<file path="config.mk">
export PLATFORM = sky130hd
export DESIGN_NAME = intr_latch_hub
export DESIGN_NICKNAME = d
export VERILOG_FILES = /design/src/rtl/intr_latch_hub.sv
export SDC_FILE = /design/constraint.sdc
export NUM_CORES = 1
export LEC_CHECK = 0
export ABC_AREA = 0
export BUFFER_PORTS_ARGS = -buffer_cell sky130_fd_sc_hd__clkbuf_2
export CAP_MARGIN = 5
export CORE_MARGIN = 8
export CORE_UTILIZATION = 42
export DETAILED_ROUTE_END_ITERATION = 8
export PLACE_DENSITY = 0.76
export SLEW_MARGIN = 40
export SYNTH_ARGS = -nofsm -noshare
export SYNTH_HDL_FRONTEND = slang
export SYNTH_SLANG_ARGS = --single-unit
</file>
<file path="constraint.sdc">
create_clock -name clk -period 1.7 [get_ports clk]
set_input_delay 0.085 -clock clk [delete_from_list [all_inputs] [get_ports clk]]
set_output_delay 0.085 -clock clk [all_outputs]
set_load 0.01 [all_outputs]
</file>
<file path="src/rtl/intr_latch_hub.sv">
// Pulse-to-level interrupt hub: PENDING/MASK/ACTIVE registers and an irq FSM with a minimum low gap.
// Optional lost-event counter on register 3 is built when INTR_HUB_LOSTCNT_EN is defined.
module intr_latch_hub #(
  parameter int unsigned NUM_INT = 8,
  parameter int unsigned GAP_CYC = 4
) (
  input  logic               clk,
  input  logic               rst,
  input  logic [NUM_INT-1:0] int_pulse_i,
  input  logic               wr_en,
  input  logic [1:0]         wr_addr,
  input  logic [31:0]        wr_data,
  input  logic               rd_en,
  input  logic [1:0]         rd_addr,
  output logic [31:0]        rd_data,
  output logic               rd_valid,
  output logic               irq_o
);

  localparam int unsigned DATA_W   = 32;
  localparam int unsigned GAP_W    = 8;
  localparam logic [GAP_W-1:0] GAP_LOAD = GAP_W'(GAP_CYC);

  typedef enum logic [1:0] {
    IDLE   = 2'd0,
    ASSERT = 2'd1,
    GAP    = 2'd2
  } state_t;

  logic [NUM_INT-1:0] r_pending;
  logic [NUM_INT-1:0] r_mask;
  logic [NUM_INT-1:0] w_active;
  logic [NUM_INT-1:0] w_clr;
  logic [DATA_W-1:0]  w_lost_word;
  logic [DATA_W-1:0]  w_rd_word;
  logic [DATA_W-1:0]  r_rd_data;
  logic               r_rd_valid;
  logic               r_irq;
  logic [GAP_W-1:0]   r_gap_cnt;
  state_t             r_state;
  logic               w_unused_wr;

  // Bits of wr_data above NUM_INT-1 are intentionally dropped.
  assign w_unused_wr = ^wr_data;

  assign w_active = r_pending & r_mask;
  assign w_clr    = (wr_en && (wr_addr == 2'd0)) ? wr_data[NUM_INT-1:0] : '0;

  // Pulses are OR'd in after the clear so a coincident pulse wins.
  always_ff @(posedge clk) begin
    if (!rst) begin
      r_pending <= '0;
    end else begin
      r_pending <= (r_pending & ~w_clr) | int_pulse_i;
    end
  end

  always_ff @(posedge clk) begin
    if (!rst) begin
      r_mask <= '0;
    end else if (wr_en && (wr_addr == 2'd1)) begin
      r_mask <= wr_data[NUM_INT-1:0];
    end
  end

`ifdef INTR_HUB_LOSTCNT_EN
  logic [7:0] r_lostcnt;
  logic       w_lost;
  logic       w_lost_rd;

  assign w_lost    = |(int_pulse_i & r_pending);
  assign w_lost_rd = rd_en && (rd_addr == 2'd3);

  // Read-to-clear; a loss in the read cycle seeds the fresh count.
  always_ff @(posedge clk) begin
    if (!rst) begin
      r_lostcnt <= '0;
    end else if (w_lost_rd) begin
      r_lostcnt <= w_lost ? 8'd1 : 8'd0;
    end else if (w_lost && (r_lostcnt != 8'hFF)) begin
      r_lostcnt <= r_lostcnt + 8'd1;
    end
  end

  assign w_lost_word = DATA_W'(r_lostcnt);
`else
  assign w_lost_word = '0;
`endif

  always_comb begin
    w_rd_word = '0;
    case (rd_addr)
      2'd0:    w_rd_word = DATA_W'(r_pending);
      2'd1:    w_rd_word = DATA_W'(r_mask);
      2'd2:    w_rd_word = DATA_W'(w_active);
      default: w_rd_word = w_lost_word;
    endcase
  end

  always_ff @(posedge clk) begin
    if (!rst) begin
      r_rd_valid <= 1'b0;
      r_rd_data  <= '0;
    end else begin
      r_rd_valid <= rd_en;
      if (rd_en) begin
        r_rd_data <= w_rd_word;
      end
    end
  end

  // irq FSM: irq stays low for GAP_CYC cycles after every deassertion.
  always_ff @(posedge clk) begin
    if (!rst) begin
      r_state   <= IDLE;
      r_irq     <= 1'b0;
      r_gap_cnt <= '0;
    end else begin
      case (r_state)
        IDLE: begin
          if (w_active != '0) begin
            r_state <= ASSERT;
            r_irq   <= 1'b1;
          end
        end
        ASSERT: begin
          if (w_active == '0) begin
            r_irq <= 1'b0;
            if (GAP_LOAD == '0) begin
              r_state <= IDLE;
            end else begin
              r_state   <= GAP;
              r_gap_cnt <= GAP_LOAD;
            end
          end
        end
        GAP: begin
          if (r_gap_cnt <= GAP_W'(1)) begin
            r_state <= IDLE;
          end else begin
            r_gap_cnt <= r_gap_cnt - GAP_W'(1);
          end
        end
        default: begin
          r_state <= IDLE;
          r_irq   <= 1'b0;
        end
      endcase
    end
  end

  assign rd_data  = r_rd_data;
  assign rd_valid = r_rd_valid;
  assign irq_o    = r_irq;

endmodule

</file>
## Word-level counts from Yosys, hierarchy flattened

Cells that the tools add are included.

| word-level totals | value |
|---|---|
| bits in latches | 0 |
| logic and storage cells | 46 |
| output and inout port bits | 34 |
| bits in read-only memories | 0 |
| memory bits (writable) | 0 |
| input bits | 48 |
| memories kept | 0 |
| register bits after elaboration | 60 |

| cells by class | value |
|---|---|
| reduce and logical (&&, ||, !) cells | 11 |
| shift-type cells | 0 |
| divide/modulo/power cells | 0 |
| order comparisons | 1 |
| equal/unequal tests | 9 |
| muxes and demuxes | 12 |
| bitwise gates (word level) | 5 |
| multiply operators | 0 |
| add/sub/neg operators | 1 |

Operators by type and width:

| operator | count |
|---|---|
| $mux 8 | 3 |
| $pmux 8 s3 | 1 |
| $and 8x8->8 | 2 |
| $pmux 8 s2 | 1 |
| $reduce_and 3->1 | 3 |
| $le 8x1->1 const B | 1 |
| $logic_not 8->1 | 1 |
| $ne 2x2->1 const B | 4 |
| $not 8->8 | 1 |
| $or 8x8->8 | 1 |
| $reduce_bool 8->1 | 1 |
| $sub 8x1->8 const B | 1 |
| $eq 2x1->1 const B | 3 |
| $logic_not 2->1 | 3 |
| $mux 2 | 3 |
| $pmux 2 s3 | 1 |
| $eq 2x2->1 const B | 2 |
| $pmux 1 s3 | 1 |
| $logic_and 1x1->1 | 2 |
| $mux 1 | 2 |
| $reduce_bool 2->1 | 1 |
| $not 1->1 | 1 |

## Longest topological paths before layout

Gate-level depths: netlist of run 1.

| logic depth | value |
|---|---|
| depth after elaboration | 6 |
| gate-level depth with buffers | 6 |
| mapped depth without buffers | 6 |

## Least setup slack after synthesis of run 1

Ideal clock, no wire load.

| path | value |
|---|---|
| path kind | register to register |
| from | reg r_gap_cnt[0] |
| to | reg r_gap_cnt[3] |
| period minus slack after synthesis | 1670 ps |
| cell stages (with the launch flop) | 7 |
| arrival | 1598 ps |
| required time | 1628 ps |
| buffers on the path | 0 |
| path slack | 30 ps |
| setup time | 72 ps |
| cell sequence | dfxtp_1 > inv_1 > ha_1 > nor2_1 > o31ai_4 > or4_2 > a21oi_1 |

| between the ends | value |
|---|---|
| cells in the longest elaborated chain, start to end | 3 |
| elaborated cells on any way between the ends | 6 |
| classes of those cells | 1 x add/sub; 1 x order compare; 1 x eq/ne; 2 x mux; 1 x reduce/logical |

RTL lines:

| item | RTL line | RTL |
|---|---|---|
| start: declaration | 39 | `logic [GAP_W-1:0] r_gap_cnt;` |
| start signal: assignment | 141 | `r_gap_cnt <= r_gap_cnt - GAP_W'(1);` |
| $sub 8x1->8 / $le 8x1->1 (equally long branches) | 141, 138 |  |
| $mux 8 / $ne 2x2->1 (equally long branches) | - |  |
| $pmux 8 s2 / $reduce_and 3->1 (equally long branches) | - |  |

Parallel ways exist; a longest one is shown, timed or not. The select of a mux whose other input is x is not followed.
A chain may end at the register's enable or synchronous reset.

## Worst setup path after layout of run 1

| path | value |
|---|---|
| from | reg r_gap_cnt[2] |
| to | reg r_state[1] |

| between the ends | value |
|---|---|
| cells in the longest elaborated chain, start to end | 3 |

RTL lines:

| item | RTL line | RTL |
|---|---|---|
| $le 8x1->1 | 138 | `if (r_gap_cnt <= GAP_W'(1)) begin` |
| $ne 2x2->1 (no source line) | - |  |
| $reduce_and 3->1 (no source line) | - |  |
| end signal: assignment | 132 | `r_state <= GAP;` |
| end signal: assignment | 139 | `r_state <= IDLE;` |
| end signal: assignment | 145 | `r_state <= IDLE;` |
| end: declaration | 40 | `state_t r_state;` |

No other way between the ends.

==> results.cfg, run 1 <==
[floorplan]
start_util = 0.438
core-area_mm2 = 0.00400
die_y_um = 80.6
die_w_um = 80.6
dieArea_mm2 = 0.00649
rows = 23
ios = 82

[worst_setup_path]
rrSetupSlack_ps = 40
worstPathCellList = or4_4, o31ai_4, o21ai_1, and2_1
crit_required_ps = 1890
r2r_start = r_gap_cnt[2]
reg2reg_to = r_state[1]
crit_fanout = 9
crit_arrival_ps = 1840
slowest_stage = or4_4
cp-startpoint = r_gap_cnt[2]
crit_type = register to register
r2r_cells = 4
critPathCaptureType = register
crit_path_start_kind = register
max_stage_delay_ps = 570

[yosys]
yosys.area.top_type_share = 0.411
yosysTopAreaCell = dfxtp_1
yosysUniqueCellTypes = 44
synth_edf_count = 0
syn_area_per_cell_um2 = 8.85
yosysMostFrequentCell = dfxtp_1
netlist_instances = 198
synth_ff_type = dfxtp_1
synth_warnings = 0
syn-cell-area_mm2 = 0.00175
synthTopCellsByCount = 36 x dfxtp_1, 31 x nor2_1, 24 x buf_4
ys_async_sr_fraction = 0
ys_seq_elements = 36
ys_seq_area_frac = 0.411
synth_area_leaders = dfxtp_1 41%, buf_4 10%, nor2_1 6.6%, mux2i_1 5.7%, a32oi_1 3.5%

[cts]
clk_pin_slew_ps = 70
clk_latency_ps = 290
numCtsBuffers = 5
tritoncts = built
htree_levels = 2
post_cts_buffers = 0
cts.root.buffer_cell = clkbuf_8
clockBufferDepth = 2
clock_sink_count = 36

[min_path]
whs_path_depth = 3
hold_end = r_pending[2]
hp-class = primary input to register
hp-start = int_pulse_i[2]

[drt]
routed-via-count = 1438
drt_iter0_markers = 45
drt-pass1-iter-count = 4
wl_mm = 3.76
postRouteAntennaNets = 0
viasPerCell = 4.96
wl_per_cell_um = 13.0
drc = 0

[power_and_ir_drop]
p_leak_nw = 0.913
peakVddDrop_mv = 0.543
pwr_density_cell_mw_per_mm2 = 837

[global_route]
grt_pass1_wl_mm = 6.18
grt.overflow.total = 0
antenna_found_initial = 0
grt_max_degree = 18
grtUsageTotal = 0.119
first_global_vias = 1411

[final_layout]
fillers = 395
finalNetCount = 290
instances_no_fill = 290
area_delta_synth_final_pct = 15.9
antenna_cells = 0
final_layout_size_suffix_gt1_frac = 0.238

[sta]
finalSetupViolCount = 0
finalHoldViolations = 0
min_period_over_period = 0.974
max_freq_mhz = 604
min_period_ps = 1660
fin_skew_ps = 6.85
fin_tns_setup_ps = 0
rsz0062_at_grt = true
maxSlewHeadroom = 0.632
finalMaxSlewViolations = 0
tightest_slew_ps = 550

[place]
dpl.hpwl_mm = 2.92
place.gp.congestion = 0.780
dpl.cell_count = 281
io_buffers = 33

[outcome]
status = complete, no violations

[run]
cap_viol_max_count = 0
## logic make-up (layout without fill, tap and decap cells)
group,Yosys count,count (layout),synth area share
DFF,36,36,0.411
other,1,24,0.00214
muxes,10,10,0.0571
xor gates and xnor gates,3,3,0.0150
adders and majority gates,2,2,0.0143
and+or+nand+nor,70,70,0.201
AOI/OAI and AO/OA,41,41,0.173
buffers and inverters,35,54,0.126
## worst max-delay path, delay by kind of cell, from the launching register on
family           cells  cell delay, ps
AND/OR/NAND/NOR      2             740
flip-flops           1             310
AO/OA/AOI/OAI        2             500
## registers in the layout, indices dropped and copies added, names as in the netlist
name / flops
rd_data: 8
r_mask: 8
r_state: 2
r_pending: 8
r_gap_cnt: 8
irq_o: 1
rd_valid: 1
## worst max path at each step
stage                              end  slack (ps)
after CTS                 r_gap_cnt[3]          30
after detailed placement  r_gap_cnt[3]         -40
after floorplan           r_gap_cnt[3]          30
after global routing      r_gap_cnt[5]         -30
after global placement    r_gap_cnt[3]           2
final                       r_state[1]          40
## stage by stage
step | power, mW | worst slack, ps | utilization | instance area (um2) | hold WS [ps]
2_1_floorplan | 1.11 | 29.8 | - | 1840 | 202
3_3_place_gp | 1.14 | 2.26 | 0.479 | 1920 | 290
3_5_place_dp | 1.15 | -38.1 | 0.479 | 1920 | 299
4_1_cts | 1.72 | 32.7 | 0.504 | 2020 | 0.309
5_1_grt | 1.78 | -28.4 | 0.508 | 2030 | 14.7
6_report | 1.70 | 44.0 | 0.508 | 2030 | 7.11
## what timing repair did
action | 4_1_cts | 5_1_grt
hold buffers | 2 | 0
setup endpoints to repair | 2 | 4
hold endpoints to repair | 2 | 0
pin swaps | 1 | 2
resized for setup | 2 | 4
## area by class of cell
cell class	instances	area, um2	share of cell area
Tap cell	50	62.6	0.0308
Inverter	5	18.8	0.00924
Clock buffer	6	72.6	0.0357
Timing Repair Buffer	42	238	0.117
Multi-Input combinational cell	150	911	0.449
Sequential cell	36	723	0.356
Clock inverter	1	5.00	0.00246
## where the power goes
part           internal [mW]  leakage [nW]  switching (mW)  total (mW)
Sequential             0.884         0.296          0.0296       0.914
Combinational         0.0951         0.576           0.130       0.225
Clock                  0.278        0.0410           0.283       0.561
## routing by layer
| metal | vias up | global-route usage | wire (um) |
|---|---|---|---|
| met5 | - | 0 | 0 |
| met4 | 0 | 0.0327 | 40 |
| met1 | 656 | 0.131 | 1650 |
| met3 | 6 | 0.0469 | 217 |
| met2 | 36 | 0.204 | 1850 |
| li1 | 740 | - | - |
## placed cells by master (no fill, tap or decap), types with 2 or more instances in the layout
cell type,count
clkbuf_2,33
nor3b_1,3
a32oi_1,7
dfxtp_2,2
nand3_1,2
a211oi_1,7
conb_1,24
clkbuf_8,5
dfxtp_1,34
nand4_1,2
and2_1,2
nand2_1,10
xor2_1,2
buf_4,7
dlygate4sd3_1,2
or4_4,2
o31ai_1,2
or2_2,2
a21oi_1,9
a22oi_1,4
nor2_1,30
nand2b_1,8
inv_1,4
ha_1,2
o21ai_0,2
mux2i_1,10
(Power assumes the default switching activity.)
==> inputs of run 2 (changes only) <==
CELL_PAD_IN_SITES_DETAIL_PLACEMENT = 1   (was unset)
CELL_PAD_IN_SITES_GLOBAL_PLACEMENT = 2   (was unset)
CORE_UTILIZATION = 23   (was 42)
PLACE_DENSITY = unset   (was 0.76)
PLACE_DENSITY_LB_ADDON = 0.1   (was unset)
==> run 2 against run 1 <==
Compared with the run above:
- flip-flop and latch count did not move
- hold slack improved by 8.4 ps
- routed wire length rose by 25%
- first-iteration DRC count is 20% lower
- clock skew is 2.7 ps lower
- combinational power increased by 12%
==> results.cfg, run 2 (synthesis gave the netlist of run 1 again) <==
[outcome]
status = complete, no violations

[final_layout]
final_core_util = 0.300
final_layout_size_suffix_gt1_frac = 0.284
final_cell_mix = 34 x dfxtp_1, 33 x clkbuf_2, 30 x nor2_1, 24 x conb_1, 17 x buf_4
instances_no_fill = 359
finalNetCount = 306
final_common_cell = dfxtp_1
area_delta_synth_final_pct = 29.6
antenna_cells = 0

[min_path]
whs_path_depth = 3
hp-class = primary input to register
hp-start = int_pulse_i[0]
hold_end = r_pending[0]

[sta]
finalSetupViolCount = 0
max_freq_mhz = 608
finalHoldViolations = 0
maxSlewHeadroom = 0.625
min_period_ps = 1640
tightest_slew_ps = 560
min_period_over_period = 0.967
rsz0062_at_grt = false
fin_skew_ps = 4.18
finalMaxSlewViolations = 0
worst_hold_slack_ps = 15.5

[power_and_ir_drop]
pwr_density_cell_mw_per_mm2 = 798
clkPwrFrac = 0.357
power_switching_mw = 0.484
p_leak_nw = 0.992
finalPower_mw = 1.81
peakVddDrop_mv = 0.293
seqPwrFrac = 0.504
combPwrFrac = 0.140
switching_share = 0.267
intPower_mw = 1.33

[floorplan]
die_y_um = 103
start_util = 0.231
rows = 32
ios = 82
core-area_mm2 = 0.00757
dieArea_mm2 = 0.0107
die_w_um = 103

[worst_setup_path]
rrSetupSlack_ps = 60
crit_fanout = 4
crit_required_ps = 1930
crit_path_start_kind = register
r2r_cells = 7
crit_type = register to register
crit_arrival_ps = 1870
reg2reg_to = r_gap_cnt[3]
critPathCaptureType = register
r2r_start = r_gap_cnt[0]

[place]
dpl.hpwl_mm = 3.69
dpl.cell_count = 344
io_buffers = 33
place.gp.congestion = 0.688

[drt]
drt-pass1-iter-count = 3
drt_iter0_markers = 36
postRouteAntennaNets = 0
wl_per_cell_um = 13.1
drc = 0
viasPerCell = 4.20
wl_mm = 4.71
routed-via-count = 1508

[cts]
clockBufferDepth = 2
numCtsBuffers = 5
post_cts_buffers = 0
tritoncts = built
cts.root.buffer_cell = clkbuf_8
htree_levels = 2
clk_pin_slew_ps = 70
clock_sink_count = 36
clk_latency_ps = 290

[global_route]
grt_pass1_wl_mm = 7.71
grt.overflow.total = 0
grtUsageTotal = 0.0947
grt_max_degree = 20
antenna_found_initial = 0
first_global_vias = 1494

[run]
cap_viol_max_count = 0
## run 2: cell type report
type / instances / area (um2)
Clock buffer: 8 / 90.1
Fill cell: 922 / 5300
Inverter: 5 / 18.8
Multi-Input combinational cell: 150 / 933
Sequential cell: 36 / 726
Tap cell: 102 / 128
Timing Repair Buffer: 58 / 374
## run 2: how the worst max path moves through the flow
stage,from,cells after the start,endpoint
5_1_grt,r_gap_cnt[2],5,r_gap_cnt[2]
6_report,r_gap_cnt[0],7,r_gap_cnt[3]
3_5_place_dp,r_gap_cnt[0],7,r_gap_cnt[3]
2_1_floorplan,r_gap_cnt[0],6,r_gap_cnt[3]
4_1_cts,r_gap_cnt[1],7,r_gap_cnt[3]
3_3_place_gp,r_gap_cnt[0],7,r_gap_cnt[3]
## run 2: metrics by stage
step	instance area [um2]	setup WS, ps	setup TNS (ps)
floorplan	1840	29.8	0
global placement	2060	-65.1	-65.1
detailed placement	2060	-101	-101
CTS	2230	4.71	0
global route	2270	1.94	0
finish	2270	56.0	0
## run 2: per-layer routing
| layer | vias up | part of all wire | GRT usage |
|---|---|---|---|
| met5 | - | 0 | 0 |
| met4 | 0 | 0.0076 | 0.0300 |
| met3 | 4 | 0.042 | 0.0341 |
| met2 | 28 | 0.50 | 0.152 |
| met1 | 705 | 0.45 | 0.115 |
| li1 | 771 | - | - |
## run 2: repair_timing
| action | 4_1_cts | 5_1_grt |
|---|---|---|
| resized for setup | 3 | 12 |
| pin swaps | 2 | 4 |
| setup endpoints to repair | 1 | 5 |
| hold endpoints to repair | 7 | 0 |
| hold buffers | 7 | 0 |
## run 2: worst max-delay path, cell delays in order (launching register included)
cell and delay (ps):
dfxtp_4 360, inv_2 50, ha_4 160, nor2_4 110
o31ai_4 80, buf_4 150, or4_2 550, a21oi_2 120
## run 2: power groups by stage
stage	Clock (mW)	Combinational [mW]	Sequential [mW]
final	0.646	0.253	0.912
after global routing	0.715	0.286	0.919
after CTS	0.683	0.255	0.914
after detailed placement	0	0.242	0.934
after global placement	0	0.241	0.933
after floorplan	0	0.174	0.934
